File: config.mk
export PLATFORM = sky130hd
export DESIGN_NAME = ibex_ipm_mul_flat
export DESIGN_NICKNAME = d
export VERILOG_FILES = /design/src/rtl/ibex_ipm_mul_pkg.sv /design/src/rtl/ibex_ipm_mul_if.sv /design/src/rtl/ibex_ipm_gf_step.sv /design/src/rtl/ibex_ipm_mul.sv /design/src/flat_wrapper.sv
export SDC_FILE = /design/constraint.sdc
export NUM_CORES = 1
export LEC_CHECK = 0
export CAP_MARGIN = 20
export CELL_PAD_IN_SITES_DETAIL_PLACEMENT = 2
export CELL_PAD_IN_SITES_GLOBAL_PLACEMENT = 2
export CORE_MARGIN = 2
export CORE_UTILIZATION = 38
export DETAILED_ROUTE_END_ITERATION = 12
export PLACE_DENSITY = 0.87
export SLEW_MARGIN = 25
export SYNTH_ARGS = -nofsm -noshare
export SYNTH_HDL_FRONTEND = slang
export SYNTH_SLANG_ARGS = --single-unit
File: constraint.sdc
create_clock -name clk_i -period 5.67 [get_ports clk_i]
set_clock_uncertainty 0.1 [all_clocks]
set_input_delay 1.701 -clock clk_i [delete_from_list [all_inputs] [get_ports clk_i]]
set_output_delay 1.701 -clock clk_i [all_outputs]
set_load 0.005 [all_outputs]
File: src/rtl/ibex_ipm_mul_pkg.sv
// Shared types and constants for the iterative GF(2^8) IPM multiplier.
// Latency: n/a (declarations only).
// Backpressure: n/a.
package ibex_ipm_mul_pkg;

    typedef enum logic [1:0] {
        IPM_OP_MUL = 2'b00,
        IPM_OP_SQR = 2'b01,
        IPM_OP_IP  = 2'b10
    } ipm_op_e;

    typedef enum logic [1:0] {
        IPM_IDLE = 2'b00,
        IPM_CALC = 2'b01,
        IPM_DONE = 2'b10
    } ipm_state_e;

    // Low byte of x^8+x^4+x^3+x+1; x^8 folds back onto these terms.
    localparam logic [7:0] IPM_GF_POLY = 8'h1B;

    // Multiply by x in GF(2^8): shift, then reduce when bit 7 falls out.
    function automatic logic [7:0] gf_xtime(input logic [7:0] x);
        return {x[6:0], 1'b0} ^ (x[7] ? IPM_GF_POLY : 8'h00);
    endfunction

endpackage

File: src/rtl/ibex_ipm_mul_if.sv
// Issue/result bundle between the EX block and the IPM multiplier.
// Latency: n/a (wiring only).
// Backpressure: result is held while ipm_ready_id_i is low.
interface ibex_ipm_mul_if;
    import ibex_ipm_mul_pkg::*;

    ipm_op_e     ipm_operator_i;
    logic        ipm_en_i;
    logic        ipm_sel_i;
    logic [31:0] a_i;
    logic [31:0] b_i;
    logic        ipm_ready_id_i;
    logic [31:0] result_o;
    logic        valid_o;

    // EX-block side: issues the instruction and consumes the result.
    modport master (
        output ipm_operator_i, ipm_en_i, ipm_sel_i, a_i, b_i, ipm_ready_id_i,
        input  result_o, valid_o
    );

    // Multiplier side.
    modport slave (
        input  ipm_operator_i, ipm_en_i, ipm_sel_i, a_i, b_i, ipm_ready_id_i,
        output result_o, valid_o
    );
endinterface

File: src/rtl/ibex_ipm_gf_step.sv
// One MSB-first shift-and-add step of a GF(2^8) multiply: acc' = xtime(acc) ^ (bit ? a : 0).
// Latency: combinational.
// Backpressure: none.
module ibex_ipm_gf_step
    import ibex_ipm_mul_pkg::*;
(
    input  logic [7:0] acc,
    input  logic [7:0] a,
    input  logic       b_bit,
    output logic [7:0] acc_next
);

    assign acc_next = gf_xtime(acc) ^ (b_bit ? a : 8'h00);

endmodule

File: src/rtl/ibex_ipm_mul.sv
// Iterative 4-lane GF(2^8) multiplier (MUL / SQR / inner product) for IPM instructions.
// Latency: 8/BitsPerCycle CALC cycles, valid_o one cycle after the last step; operand-independent.
// Backpressure: result and valid_o are held in DONE until ipm_ready_id_i or en drops.
module ibex_ipm_mul
    import ibex_ipm_mul_pkg::*;
#(
    parameter int unsigned BitsPerCycle = 1,
    parameter bit          SecureClear  = 1'b1
) (
    input  logic            clk_i,
    input  logic            rst_ni,
    ibex_ipm_mul_if.slave   ipm
);

    localparam int unsigned Steps   = 8 / BitsPerCycle;
    localparam logic [2:0]  CntLast = 3'(Steps - 1);

    if (!(BitsPerCycle == 1 || BitsPerCycle == 2 || BitsPerCycle == 4 || BitsPerCycle == 8))
    begin : g_bad_bits_per_cycle
        $error("ibex_ipm_mul: BitsPerCycle must be 1, 2, 4 or 8");
    end

    ipm_state_e      state_q, state_d;
    ipm_op_e         op_q;
    logic [2:0]      cnt_q;
    logic [31:0]     a_q, b_q, b_shift;
    logic [3:0][7:0] acc_q, acc_calc;
    logic [31:0]     result_q;
    logic            valid_q;
    logic            start, last_step;
    logic [7:0]      ip_fold;

    assign start     = ipm.ipm_en_i && ipm.ipm_sel_i;
    assign last_step = (cnt_q == CntLast);
    assign ip_fold   = acc_calc[0] ^ acc_calc[1] ^ acc_calc[2] ^ acc_calc[3];

    // Per lane, chain BitsPerCycle steps; b_q is shifted so its lane MSB is always the next bit.
    for (genvar l = 0; l < 4; l++) begin : g_lane
        logic [7:0] chain [BitsPerCycle+1];
        assign chain[0] = acc_q[l];
        for (genvar j = 0; j < BitsPerCycle; j++) begin : g_step
            ibex_ipm_gf_step u_step (
                .acc      (chain[j]),
                .a        (a_q[8*l +: 8]),
                .b_bit    (b_q[8*l + 7 - j]),
                .acc_next (chain[j+1])
            );
        end
        assign acc_calc[l]       = chain[BitsPerCycle];
        assign b_shift[8*l +: 8] = b_q[8*l +: 8] << BitsPerCycle;
    end

    // Next-state: en low aborts CALC and counts as consumption in DONE.
    always_comb begin
        state_d = state_q;
        unique case (state_q)
            IPM_IDLE: if (start) state_d = IPM_CALC;
            IPM_CALC: begin
                if (!ipm.ipm_en_i)   state_d = IPM_IDLE;
                else if (last_step)  state_d = IPM_DONE;
            end
            IPM_DONE: if (ipm.ipm_ready_id_i || !ipm.ipm_en_i) state_d = IPM_IDLE;
            default:  state_d = IPM_IDLE;
        endcase
    end

    // State register.
    always_ff @(posedge clk_i or negedge rst_ni) begin
        if (!rst_ni) state_q <= IPM_IDLE;
        else         state_q <= state_d;
    end

    // Operand latch, per-cycle accumulate, result load and optional scrubbing on exit.
    always_ff @(posedge clk_i or negedge rst_ni) begin
        if (!rst_ni) begin
            op_q     <= IPM_OP_MUL;
            cnt_q    <= '0;
            a_q      <= '0;
            b_q      <= '0;
            acc_q    <= '0;
            result_q <= '0;
            valid_q  <= 1'b0;
        end else begin
            valid_q <= (state_d == IPM_DONE);
            unique case (state_q)
                IPM_IDLE: begin
                    if (start) begin
                        op_q  <= ipm.ipm_operator_i;
                        a_q   <= ipm.a_i;
                        b_q   <= (ipm.ipm_operator_i == IPM_OP_SQR) ? ipm.a_i : ipm.b_i;
                        acc_q <= '0;
                        cnt_q <= '0;
                    end
                end
                IPM_CALC: begin
                    if (!ipm.ipm_en_i) begin
                        cnt_q <= '0;
                        if (SecureClear) begin
                            a_q   <= '0;
                            b_q   <= '0;
                            acc_q <= '0;
                        end
                    end else begin
                        acc_q <= acc_calc;
                        b_q   <= b_shift;
                        if (last_step) begin
                            cnt_q    <= '0;
                            result_q <= (op_q == IPM_OP_IP) ? {24'b0, ip_fold} : acc_calc;
                        end else begin
                            cnt_q <= cnt_q + 3'd1;
                        end
                    end
                end
                IPM_DONE: begin
                    if (state_d == IPM_IDLE && SecureClear) begin
                        a_q      <= '0;
                        b_q      <= '0;
                        acc_q    <= '0;
                        result_q <= '0;
                    end
                end
                default: ;
            endcase
        end
    end

    assign ipm.result_o = result_q;
    assign ipm.valid_o  = valid_q;

endmodule
File: src/flat_wrapper.sv
// flat-port wrapper written by rule: the top's interface ports become plain ports
module ibex_ipm_mul_flat import ibex_ipm_mul_pkg::*;
#(
    parameter int unsigned BitsPerCycle = 1,
    parameter bit          SecureClear  = 1'b1
)
  (clk_i, rst_ni, ipm_ipm_operator_i, ipm_ipm_en_i, ipm_ipm_sel_i, ipm_a_i, ipm_b_i, ipm_ipm_ready_id_i, ipm_result_o, ipm_valid_o);
  ibex_ipm_mul_if ipm_i ();
  input  logic clk_i;
  input  logic rst_ni;
  input wire logic [$bits(ipm_i.ipm_operator_i)-1:0] ipm_ipm_operator_i;
  input wire logic [$bits(ipm_i.ipm_en_i)-1:0] ipm_ipm_en_i;
  input wire logic [$bits(ipm_i.ipm_sel_i)-1:0] ipm_ipm_sel_i;
  input wire logic [$bits(ipm_i.a_i)-1:0] ipm_a_i;
  input wire logic [$bits(ipm_i.b_i)-1:0] ipm_b_i;
  input wire logic [$bits(ipm_i.ipm_ready_id_i)-1:0] ipm_ipm_ready_id_i;
  output wire logic [$bits(ipm_i.result_o)-1:0] ipm_result_o;
  output wire logic [$bits(ipm_i.valid_o)-1:0] ipm_valid_o;
  assign ipm_i.ipm_operator_i = ipm_ipm_operator_i;
  assign ipm_i.ipm_en_i = ipm_ipm_en_i;
  assign ipm_i.ipm_sel_i = ipm_ipm_sel_i;
  assign ipm_i.a_i = ipm_a_i;
  assign ipm_i.b_i = ipm_b_i;
  assign ipm_i.ipm_ready_id_i = ipm_ipm_ready_id_i;
  assign ipm_result_o = ipm_i.result_o;
  assign ipm_valid_o = ipm_i.valid_o;
  ibex_ipm_mul #(.BitsPerCycle(BitsPerCycle), .SecureClear(SecureClear)) u_core (.clk_i(clk_i), .rst_ni(rst_ni), .ipm(ipm_i));
endmodule
# [Word level (Yosys, flattened, before mapping)]
# Cells that the tools add are included.
[op_classes] n_addsub=1 n_eq_ne=11 muxes=32 n_bitwise=11 reduce_logical=13
[op_table] op="2-to-1 mux 32 bit" n=11
[op_table] op="case mux 32 bit (3 select lines)" n=3
[op_table] op="XOR 8 bit" n=11
[op_table] op="case mux 32 bit (2 select lines)" n=1
[op_table] op="2-to-1 mux 8 bit" n=4
[op_table] op="2-to-1 mux 5 bit" n=4
[op_table] op="2-to-1 mux 3 bit" n=3
[op_table] op="2-to-1 mux 2 bit" n=4
[op_table] op="AND reduction 4 bit" n=2
[op_table] op="== test 2 bit (second input constant)" n=3
[op_table] op="inequality test 2 x 1 -> 1 bit (second input constant)" n=3
[op_table] op="case mux 2 bit (3 select lines)" n=1
[op_table] op="case mux 3 bit (2 select lines)" n=1
[op_table] op="== test 2 x 1 -> 1 bit (second input constant)" n=2
[op_table] op="zero test 2 bit" n=2
[op_table] op="inequality test 2 bit (second input constant)" n=2
[op_table] op="AND reduction 2 bit" n=2
[op_table] op="nonzero test 2 bit" n=2
[op_table] op="adder 3 x 1 -> 3 bit (second input constant)" n=1
[op_table] op="== test 3 bit (second input constant)" n=1
[op_table] op="AND reduction 3 bit" n=1
[op_table] op="nonzero test 3 bit" n=1
[op_table] op="logical AND 1 bit" n=1
[op_table] op="zero test 1 bit" n=1
[op_table] op="logical OR 1 bit" n=1
[totals] register_bits=136 inputBits=71 out_inout_bits=33 word_cells=79

# [Logic depth before layout (Yosys ltp)]
[depth] depth_word=10 depth_mapped=12 ltp_nobuf=8

# [Hierarchy]
# A second synthesis with hierarchy kept.
[hier_totals] cells_unflattened=673 area_unflattened_um2=7000.5
[modules_own_cells] module="ibex_ipm_mul" n_inst=1 cells_per_inst=593 area_per_inst_um2=6475.0
[modules_own_cells] module="ibex_ipm_gf_step" n_inst=4 cells_per_inst=20 area_per_inst_um2=131.4

# [Worst setup path before layout]
# No wires, ideal clock.
[synth_path] path_kind="input to register" startpoint="input ipm_ipm_sel_i" endpoint="register u_core.b_q[17]" setup_time_ns=0.125 t_arrival_ns=3.291 t_required_ns=5.445 path_slack_ns=2.154 cell_stages=9 path_buffers=3 path_cell_list="and2_1 nand2b_4 a221oi_2 o21a_4 or2_1 buf_6 buf_6 buf_8 mux2_4"
[synth_via] elab_chain_len=6 elab_cells_between_ends=7
[synth_lines] item="start: declaration" line="flat_wrapper.sv:13" text="input wire logic [$bits(ipm_i.ipm_sel_i)-1:0] ipm_ipm_sel_i;"
[synth_lines] item="logical AND 1 bit" line="ibex_ipm_mul.sv:33" text="assign start = ipm.ipm_en_i && ipm.ipm_sel_i;"
[synth_lines] item="2-to-1 mux 2 bit" line="ibex_ipm_mul.sv:57" text="IPM_IDLE: if (start) state_d = IPM_CALC;"
[synth_lines] item="case mux 2 bit (3 select lines)" line="ibex_ipm_mul.sv:56" text="unique case (state_q)"
[synth_lines] item="named net u_core.state_d[1]" line="ibex_ipm_mul.sv:23" text="ipm_state_e state_q, state_d;"
[synth_lines] item="zero test 2 bit" line="ibex_ipm_mul.sv:115" text="if (state_d == IPM_IDLE && SecureClear) begin"
[synth_lines] item="inequality test 2 x 1 -> 1 bit (no line)"
[synth_lines] item="AND reduction 3 bit (no line)"
[synth_lines] item="end signal: assignment" line="ibex_ipm_mul.sv:90" text="b_q <= (ipm.ipm_operator_i == IPM_OP_SQR) ? ipm.a_i : ipm.b_i;"
[synth_lines] item="end signal: assignment" line="ibex_ipm_mul.sv:105" text="b_q <= b_shift;"
[synth_lines] item="end: declaration" line="ibex_ipm_mul.sv:26" text="logic [31:0] a_q, b_q, b_shift;"
# The timed path passes the listed nets, and every way through them passes these cells.
# A chain may end at the register's enable or synchronous reset.

# [Final worst setup path]
[layout_path] startpoint="input ipm_ipm_en_i" endpoint="register u_core.b_q[2]"
[layout_via] elab_chain_len=7 elab_cells_between_ends=13
[layout_lines] item="start: declaration" line="flat_wrapper.sv:12" text="input wire logic [$bits(ipm_i.ipm_en_i)-1:0] ipm_ipm_en_i;"
[layout_lines] item="zero test 1 bit"
[layout_lines] item="logical OR 1 bit" line="ibex_ipm_mul.sv:62" text="IPM_DONE: if (ipm.ipm_ready_id_i || !ipm.ipm_en_i) state_d = IPM_IDLE;"
[layout_lines] item="2-to-1 mux 2 bit" line="ibex_ipm_mul.sv:62"
[layout_lines] item="case mux 2 bit (3 select lines) (*)" line="ibex_ipm_mul.sv:56"
[layout_lines] item="named net u_core.state_d[1]" line="ibex_ipm_mul.sv:23"
[layout_lines] item="zero test 2 bit (*)" line="ibex_ipm_mul.sv:115"
[layout_lines] item="inequality test 2 x 1 -> 1 bit (no line) (*)"
[layout_lines] item="AND reduction 3 bit (no line) (*)"
# The timed path passes the listed nets; every way through them passes the cells marked *.

==> results.py <==
metrics = {
    "global_route": {
        "grt_antenna_before_repair": 0,
        "grt_first_pass_wirelength_um": 35850,
        "grt_max_degree": 93,
        "grt_overflow": 0,
        "first_global_vias": 6297,
        "grt_util_all_layers": 0.2313,
    },
    "timing": {
        "rsz0062_at_grt": "no",
        "finalHoldViolations": 0,
        "timing.hold.ws_ns": 0.3730,
        "final_min_period_over_clock_period": 0.7677,
        "rel_slew_slack": 0.3238,
        "maxClockFrequency_ghz": 0.2297,
        "finalCriticalPeriod_ns": 4.353,
        "setup_tns_ns": 0,
        "number_of_pins_with_negative_max_slew_slack_in_the_final_report": 0,
        "worst-slew-pin-transition_ns": 1.014,
        "setup_violations": 0,
    },
    "setup_path": {
        "origin_of_the_critical_flop_to_flop_path": "u_core.state_q[0]",
        "worstSetupEndpointType": "register",
        "required_time_of_the_critical_path_ns": 5.88,
        "r2r_slack_ns": 2.01,
        "crit_start": "ipm_ipm_en_i",
        "critical_path_class": "input pin to register",
        "critPathMaxFanout": 27,
        "critPathLaunchType": "input pin",
        "critPathArrivalTime_ns": 4.56,
    },
    "floorplan": {
        "floorplan.die.height_um": 141.8,
        "die_area_um2": 20100,
        "chipWidth_um": 141.8,
        "fp.coreArea_um2": 18640,
        "placementRows": 50,
        "ioPinCount": 104,
        "starting_density_of_the_core": 0.3870,
    },
    "yosys": {
        "synth.largest_area_cell": "sky130_fd_sc_hd__dfrtp_1",
        "synth.distinct_cells": 37,
        "synth.top_cells.by_area": "sky130_fd_sc_hd__dfrtp_1 (47%), sky130_fd_sc_hd__o21ai_0 (6.9%), sky130_fd_sc_hd__mux2i_1 (4.3%)",
        "synth_sequential_area_ratio": 0.4717,
        "synth_fp_nets": 762,
        "syn-instance-count": 685,
        "synth.cell_area_um2": 7214,
        "post_synth.cell_area_avg_um2": 10.53,
        "synth-seq-cells": 136,
        "ys_warn_count": 0,
        "post-synth-top-area-fraction": 0.4717,
    },
    "run_status": {
        "outcome": "completed",
    },
    "routing": {
        "drc": 0,
        "vias": 5706,
        "wl_um": 22420,
        "drt_iter0_drc": 325,
        "avgViaCountPerCell": 5.740,
        "drt-pass1-iter-count": 8,
        "detail-route-antenna-nets": 0,
        "routed_wire_length_per_instance_um": 22.56,
    },
    "clocking": {
        "holdBufCountCts": 0,
        "clock-sinks": 136,
        "post_cts.repair.setup_buffers": 0,
        "ctsResizeCount": 0,
        "tritoncts_clock_tree": "built",
        "ctsLongestPathBuffers": 2,
        "clk_pin_slew_ns": 0.06,
        "clock-root-buffer": "sky130_fd_sc_hd__clkbuf_16",
        "cts_buffers": 17,
        "cts_max_level": 4,
        "clock_latency_ns": 0.43,
    },
    "cells_and_area": {
        "layout_commonest_cell": "sky130_fd_sc_hd__dfrtp_1",
        "synthToLayoutAreaGrowth_pct": 23.66,
        "commonest_cells_after_routing_fill_and_taps_aside": "sky130_fd_sc_hd__dfrtp_1 (136), sky130_fd_sc_hd__clkdlybuf4s50_1 (102), sky130_fd_sc_hd__o21ai_0 (100)",
        "drive_gt1_frac": 0.1105,
        "antenna_cells": 0,
        "finalNetCount": 824,
    },
    "min_path": {
        "worst_hold_path_startpoint": "u_core.ipm.result_o[13]",
        "min-delay-path-class": "register to register",
    },
    "job": {
        "cap_viol_max_count": 0,
    },
    "pwr": {
        "ir_worst_vdd_v": 0.0002076,
        "net-switching-power_w": 0.001507,
        "powerDensity_nw_per_um2": 456.7,
        "p_leak_nw": 4.048,
        "sequentialPowerShare": 0.350,
        "p_int_w": 0.002567,
        "clk_pwr_share": 0.286,
        "switching_power_share_of_the_total": 0.3698,
        "comb_power_share": 0.364,
    },
    "placed_design": {
        "place.port_buffers": 103,
        "finalWeightedCongestion": 0.8390,
        "place.detailed.hpwl_um": 14860,
    },
}
## power by group through the flow
stage	Combinational, W	Clock, W	Sequential, W
after floorplan	0.00112	0	0.00132
after global placement	0.00135	0	0.00139
after detailed placement	0.00145	0	0.00142
after CTS	0.00149	0.00118	0.00142
after global routing	0.00161	0.00123	0.00145
final	0.00148	0.00117	0.00143
## synthesized netlist by cell type
| master | count |
|---|---|
| sky130_fd_sc_hd__xnor3_1 | 8 |
| sky130_fd_sc_hd__buf_2 | 4 |
| sky130_fd_sc_hd__o21ai_1 | 2 |
| sky130_fd_sc_hd__ha_1 | 6 |
| sky130_fd_sc_hd__nor4_1 | 24 |
| sky130_fd_sc_hd__o21ai_0 | 100 |
| sky130_fd_sc_hd__inv_1 | 4 |
| sky130_fd_sc_hd__buf_8 | 1 |
| sky130_fd_sc_hd__buf_4 | 1 |
| sky130_fd_sc_hd__a22o_1 | 11 |
| sky130_fd_sc_hd__nand2b_1 | 4 |
| sky130_fd_sc_hd__a21o_1 | 25 |
| sky130_fd_sc_hd__clkbuf_1 | 54 |
| sky130_fd_sc_hd__nor2b_4 | 1 |
| sky130_fd_sc_hd__dfrtp_1 | 136 |
| sky130_fd_sc_hd__nor2_1 | 3 |
| sky130_fd_sc_hd__a221oi_2 | 1 |
| sky130_fd_sc_hd__a21oi_1 | 3 |
| sky130_fd_sc_hd__o31ai_1 | 36 |
| sky130_fd_sc_hd__nand3b_1 | 31 |
| sky130_fd_sc_hd__nand3_2 | 1 |
| sky130_fd_sc_hd__xnor2_1 | 24 |
| sky130_fd_sc_hd__buf_1 | 2 |
| sky130_fd_sc_hd__o41ai_1 | 1 |
| sky130_fd_sc_hd__xor2_1 | 28 |
| sky130_fd_sc_hd__or2_1 | 1 |
| sky130_fd_sc_hd__nand2b_4 | 1 |
| sky130_fd_sc_hd__buf_6 | 7 |
| sky130_fd_sc_hd__o22ai_1 | 28 |
| sky130_fd_sc_hd__mux2_2 | 17 |
| sky130_fd_sc_hd__mux2_4 | 13 |
| sky130_fd_sc_hd__nor2b_1 | 3 |
| sky130_fd_sc_hd__nand2_1 | 70 |
| sky130_fd_sc_hd__mux2i_1 | 31 |
| sky130_fd_sc_hd__and2_1 | 1 |
| sky130_fd_sc_hd__o21a_4 | 1 |
| sky130_fd_sc_hd__o211ai_2 | 1 |
## cell type report
cell class / count / area, µm²
Clock inverter: 11 / 145.1
Timing Repair Buffer: 112 / 1109
Inverter: 4 / 15.01
Sequential cell: 136 / 3403
Clock buffer: 21 / 470.5
Multi-Input combinational cell: 476 / 3486
Fill cell: 1865 / 9722
Tap cell: 234 / 292.8
## cells by family after synthesis
kind of cell,share of synthesized area
and+or+nand+nor,0.1041
muxes,0.09660
DFF,0.4717
AOI/OAI and AO/OA,0.1811
buffers and inverters,0.04804
adders and majority gates,0.01041
xor gates and xnor gates,0.08810
## registers in the layout, summed over array words and instances (netlist names)
name / cells
u_core.op_q: 2
u_core.b_q: 32
u_core.a_q: 32
u_core.state_q: 2
u_core.ipm.result_o: 32
u_core.acc_q: 32
u_core.ipm.valid_o: 1
u_core.cnt_q: 3
## worst max-delay path, cell delays in order
cell                              delay, ns
sky130_fd_sc_hd__clkdlybuf4s50_1       0.61
sky130_fd_sc_hd__nand3_2               0.47
sky130_fd_sc_hd__a221oi_2              0.52
sky130_fd_sc_hd__o21a_4                0.20
sky130_fd_sc_hd__or2_4                 0.32
sky130_fd_sc_hd__buf_4                 0.35
sky130_fd_sc_hd__mux2_2                0.38
## routing by layer
| layer | vias to the layer above | global-route usage | routed length [µm] |
|---|---|---|---|
| li1 | 2581 | - | - |
| met1 | 2956 | 0.3107 | 10120 |
| met2 | 142 | 0.3883 | 11200 |
| met3 | 27 | 0.03780 | 778 |
| met4 | 0 | 0.06579 | 322 |
| met5 | - | 0 | 0 |
## path summary, 6_finish.rpt
path	end	depth (start not counted)
setup reg to reg	u_core.b_q[2]	9
min in group asynchronous	u_core.b_q[22]	1
max in group asynchronous	u_core.a_q[28]	2
hold reg to reg	u_core.ipm.result_o[13]	1
hold / removal	u_core.ipm.result_o[13]	1
setup / recovery	u_core.b_q[2]	7
## per-stage QoR
stage,worst slack [ns],utilization,power [W],cell area [µm²],std cells
after floorplan,2.154,-,0.002446,7214,685
after global placement,1.152,0.4450,0.002738,8297,962
after detailed placement,0.9336,0.4450,0.002874,8297,962
after CTS,1.346,0.4781,0.004095,8912,994
after global routing,1.137,0.4785,0.004295,8921,994
final,1.317,0.4785,0.004074,8921,994
No activity file was read; power rests on OpenSTA's default activity.
